[src/rtl/piso_tx_scheduler.sv]
// rtl/piso_tx_scheduler.sv - round-robin arbiter feeding an LSB-first parallel-to-serial transmitter
module piso_tx_scheduler #(
    parameter int DATA_WIDTH = 16,
    parameter int NUM_REQ    = 4
) (
    input  logic                             clk,
    input  logic                             resetn,
    input  logic [NUM_REQ-1:0]               req_valid,
    input  logic [NUM_REQ*DATA_WIDTH-1:0]    req_data,
    output logic [NUM_REQ-1:0]               req_ready,
    input  logic                             tx_pause,
    output logic                             dout,
    output logic                             dout_valid,
    output logic                             dout_first,
    output logic                             dout_last,
    output logic [$clog2(NUM_REQ)-1:0]       dout_src,
    output logic                             busy
);
    localparam int IDW = $clog2(NUM_REQ);
    localparam int CW  = $clog2(DATA_WIDTH);

    typedef enum logic {ST_IDLE, ST_SHIFT} state_t;

    state_t                r_state;
    state_t                w_state_nxt;
    logic [DATA_WIDTH-1:0] r_shreg;
    logic [CW-1:0]         r_cnt;
    logic [IDW-1:0]        r_rr_ptr;
    logic [IDW-1:0]        r_src;

    logic                  w_cnt_last;
    logic                  w_live;
    logic                  w_grant_opp;
    logic                  w_found;
    logic                  w_xfer;
    logic [IDW-1:0]        w_sel;
    logic [IDW-1:0]        w_sel_inc;

    function automatic logic [IDW-1:0] wrap_idx(input int v);
        return IDW'(v % NUM_REQ);
    endfunction

    assign w_cnt_last  = (r_cnt == CW'(DATA_WIDTH - 1));
    assign w_live      = (r_state == ST_SHIFT) && !tx_pause;
    // A new word may be taken only when the serializer is empty or finishing its last bit.
    assign w_grant_opp = !tx_pause && ((r_state == ST_IDLE) || w_cnt_last);
    assign w_xfer      = w_grant_opp && w_found;
    assign w_sel_inc   = (w_sel == IDW'(NUM_REQ - 1)) ? '0 : w_sel + IDW'(1);

    always_comb begin
        w_found = 1'b0;
        w_sel   = '0;
        for (int k = 0; k < NUM_REQ; k++) begin
            if (!w_found && req_valid[wrap_idx(int'(r_rr_ptr) + k)]) begin
                w_found = 1'b1;
                w_sel   = wrap_idx(int'(r_rr_ptr) + k);
            end
        end
    end

    always_comb begin
        req_ready = '0;
        if (w_xfer) begin
            req_ready[w_sel] = 1'b1;
        end
    end

    always_ff @(posedge clk) begin
        if (!resetn) begin
            r_state <= ST_IDLE;
        end else begin
            r_state <= w_state_nxt;
        end
    end

    always_comb begin
        w_state_nxt = r_state;
        case (r_state)
            ST_IDLE:  if (w_xfer) w_state_nxt = ST_SHIFT;
            ST_SHIFT: if (w_live && w_cnt_last && !w_xfer) w_state_nxt = ST_IDLE;
            default:  w_state_nxt = ST_IDLE;
        endcase
    end

    always_ff @(posedge clk) begin
        if (!resetn) begin
            r_shreg  <= '0;
            r_cnt    <= '0;
            r_rr_ptr <= '0;
            r_src    <= '0;
        end else if (w_xfer) begin
            r_shreg  <= req_data[w_sel*DATA_WIDTH +: DATA_WIDTH];
            r_cnt    <= '0;
            r_src    <= w_sel;
            r_rr_ptr <= w_sel_inc;
        end else if (w_live) begin
            r_shreg <= r_shreg >> 1;
            r_cnt   <= w_cnt_last ? '0 : r_cnt + CW'(1);
        end
    end

    assign dout       = w_live && r_shreg[0];
    assign dout_valid = w_live;
    assign dout_first = w_live && (r_cnt == '0);
    assign dout_last  = w_live && w_cnt_last;
    assign dout_src   = r_src;
    assign busy       = (r_state == ST_SHIFT);
endmodule

[config.mk]
export PLATFORM = sky130hd
export DESIGN_NAME = piso_tx_scheduler
export DESIGN_NICKNAME = d
export VERILOG_FILES = /design/src/rtl/piso_tx_scheduler.sv
export SDC_FILE = /design/constraint.sdc
export NUM_CORES = 1
export LEC_CHECK = 0
export BUFFER_PORTS_ARGS = -buffer_cell sky130_fd_sc_hd__buf_2
export CORE_AREA = 3 3 70 66
export CTS_BUF_LIST = sky130_fd_sc_hd__clkbuf_16
export DETAILED_ROUTE_END_ITERATION = 8
export DIE_AREA = 0 0 73 69
export PLACE_DENSITY = 0.79
export SYNTH_ARGS = -nofsm -noshare
export SYNTH_HDL_FRONTEND = slang
export SYNTH_SLANG_ARGS = --single-unit
[constraint.sdc]
create_clock -name clk -period 2.4 [get_ports clk]
set_clock_uncertainty 0.1 [all_clocks]
set_input_delay 0.24 -clock clk [delete_from_list [all_inputs] [get_ports clk]]
set_output_delay 0.24 -clock clk [all_outputs]
set_load 0.01 [all_outputs]
==> reports/metrics.yaml <==
setup_path:
  r2r_start: "r_rr_ptr[1]$_SDFFE_PN0N_"
  reg2reg_to: "r_shreg[6]$_SDFFE_PN0P_"
  end_kind: "output port"
  arrival_ns: 1.91
  rrSetupSlack_ns: 0.28
  startpoint: "r_rr_ptr[1]$_SDFFE_PN0N_"
  cp_max_fo: 7
  start_kind: "register"
  required_ns: 2.06
  timing.critical_path.to: "req_ready[2]"
  rr_worst_depth: 6
  critical_path_class: "reg -> out"
floorplan:
  core_sq_um: 3990
  die_w_um: 73
  rows: 22
  start_util: 0.470
  io_pins: 82
  dieArea_sq_um: 5040
  fp.dieH_um: 69
synth:
  ys_ff_latch: 25
  yosysSeqAreaShare: 0.267
  synth-edff-count: 0
  yosys_warnings: 0
  yosys-top-cells-count: "mux2i_1, dfxtp_1, o221ai_1"
  synthTopCellsByArea: "dfxtp_1, mux2i_1, o221ai_1"
  synth_ff_type: "dfxtp_1"
  avgSynthCellArea_sq_um: 9.56
  syn_nets: 273
  synth_largest_area_cell: "dfxtp_1"
  syn_area_sq_um: 1870
  synth_top_area_frac: 0.267
  syn_inst: 196
  synth_async_sr_flop_share: 0
  yosysMostFrequentCell: "mux2i_1"
  ys_types: 46
power:
  powerDensity_nw_per_um2: 516
  p_comb_frac: 0.298
  p_sw_frac: 0.291
  p_leak_nw: 1.07
  p_sw_mw: 0.352
  ir_worst_vdd_v: 0.000288
  internal_power_mw: 0.858
  power_mw: 1.21
  clockPowerShare: 0.301
  p_seq_frac: 0.401
timing:
  fin_ws_ns: 0.152
  min_period_ns: 2.25
  rsz0062_at_grt: "no"
  holdWs_ns: 0.174
  hold_viol: 0
  fin_crit_sh: 0.937
  finalMaxSlewViolations: 0
  worstMarginPinSlew_ns: 0.590
  relSlewSlack: 0.606
  setup_tns_ns: 0
  setup_viol: 0
  clock.fmax_mhz: 445
grt:
  use_met3: 0.0262
  grt_pass1_wl_mm: 7.35
  grt_util_met2: 0.284
  grtUsageTotal: 0.177
  top_usage_layer: "met2"
  grt_use_met1: 0.242
  grt-ovfl-total: 0
  antenna_found_initial: 0
  grt_max_degree: 26
  grt_pass1_vias: 1692
cts:
  clockBufferDepth: 2
  worst_setup_hold_path_clk_slew_ns: 0.06
  holdBufCountCts: 0
  cts_sinks: 25
  htreeDepth: 1
  cts_tree: "yes"
  clk_latency_ns: 0.26
  root_buffer: "clkbuf_16"
  cts_inserted_buffers: 3
worst_hold_path:
  min-delay-start: "req_data[25]"
  hold_class: "in -> reg"
detailed_routing:
  postRouteWirelength_mm: 4.48
  ant_nets: 0
  wl_per_cell_um: 13.9
  vias_per_cell: 5.44
  dr_total_vias: 1753
  drcViolationCount: 0
  drt_iter0_markers: 91
  drt-pass1-iter-count: 4
placed_design:
  dp_cells: 316
  pre_cts_slack_ns: 0.254
  port_buffers: 81
  detailed_place_hpwl_mm: 3.43
  placed_cell_area_sq_um: 2250
  gp_congestion: 0.764
cells_and_area:
  fin_cells: 322
  fin_nets: 352
  syn_to_final_growth_pct: 25.1
  drive_gt1_frac: 0.394
  final_area_sq_um: 2340
  antennaDiodeCount: 0
  finish.utilization: 0.587
run:
  max-cap-violations: 0
run_status:
  status: "finished clean"
==> worst min path at each step <==
stage	endpoint	cells after the start
2_1_floorplan	r_shreg[9]$_SDFFE_PN0P_	2
3_3_place_gp	dout_src[0]$_SDFFE_PN0N_	2
3_5_place_dp	r_shreg[15]$_SDFFE_PN0P_	2
4_1_cts	r_shreg[9]$_SDFFE_PN0P_	3
5_1_grt	r_shreg[10]$_SDFFE_PN0P_	3
6_report	r_shreg[9]$_SDFFE_PN0P_	3
==> layer usage <==
metal,up-vias,wire (um)
li1,898,-
met1,798,2070
met2,55,2080
met3,2,296
met4,0,27
met5,-,0
==> state kept, by name, summed over array words and instances (netlist names) <==
| name | count |
|---|---|
| r_shreg | 16 |
| r_cnt | 4 |
| dout_src | 2 |
| r_rr_ptr | 2 |
| busy | 1 |
==> power groups by stage <==
stage	combinational, mW	clock, mW	sequential [mW]
global route	0.400	0.392	0.490
finish	0.361	0.365	0.485
global placement	0.351	0	0.493
CTS	0.360	0.372	0.484
detailed placement	0.358	0	0.493
floorplan	0.269	0	0.484
==> cell families after synthesis <==
family / share of synthesized area
AND/OR/NAND/NOR: 0.162
XOR/XNOR: 0.00467
AO/OA/AOI/OAI: 0.254
multiplexers: 0.187
flip-flops: 0.267
buffers and inverters: 0.0854
adder cells (fa/ha/maj): 0.0401
==> area by class of cell <==
cell class              count  area (sq um)
clock buffers               3          75.1
clock inverters             1          3.75
fillers                   353          1650
inverters                  13          48.8
multi-input cells         146          1210
flip-flops and latches     25           500
well taps                  48          60.1
repair buffers             86           443
==> layout by cell type (no fill, tap or decap), types with 2 or more instances in the layout <==
cell type  instances
dfxtp_1           25
and2_1             5
a22o_2             2
inv_1             12
inv_2              2
buf_2             81
nor2_1            10
buf_4              5
a22o_1             6
o221ai_1          21
nor2b_1            3
clkbuf_16          3
nand2_1           10
o21ai_1            2
o21ai_0            2
ha_1               6
a21oi_1           14
mux2i_1           35
nand2b_1           5
==> what timing repair did <==
item	4_1_cts	5_1_grt
endpoints found under the setup margin	0	4
buffers inserted	0	2
gates resized for setup	0	0
==> worst max-delay path: stages (launching register included) <==
cell,delay [ns]
dfxtp_1,0.41
mux2i_1,0.21
nor2_1,0.09
nor3_4,0.36
inv_1,0.11
ha_1,0.21
and2_1,0.13
buf_2,0.13
Power figures use the tool's default switching activity.
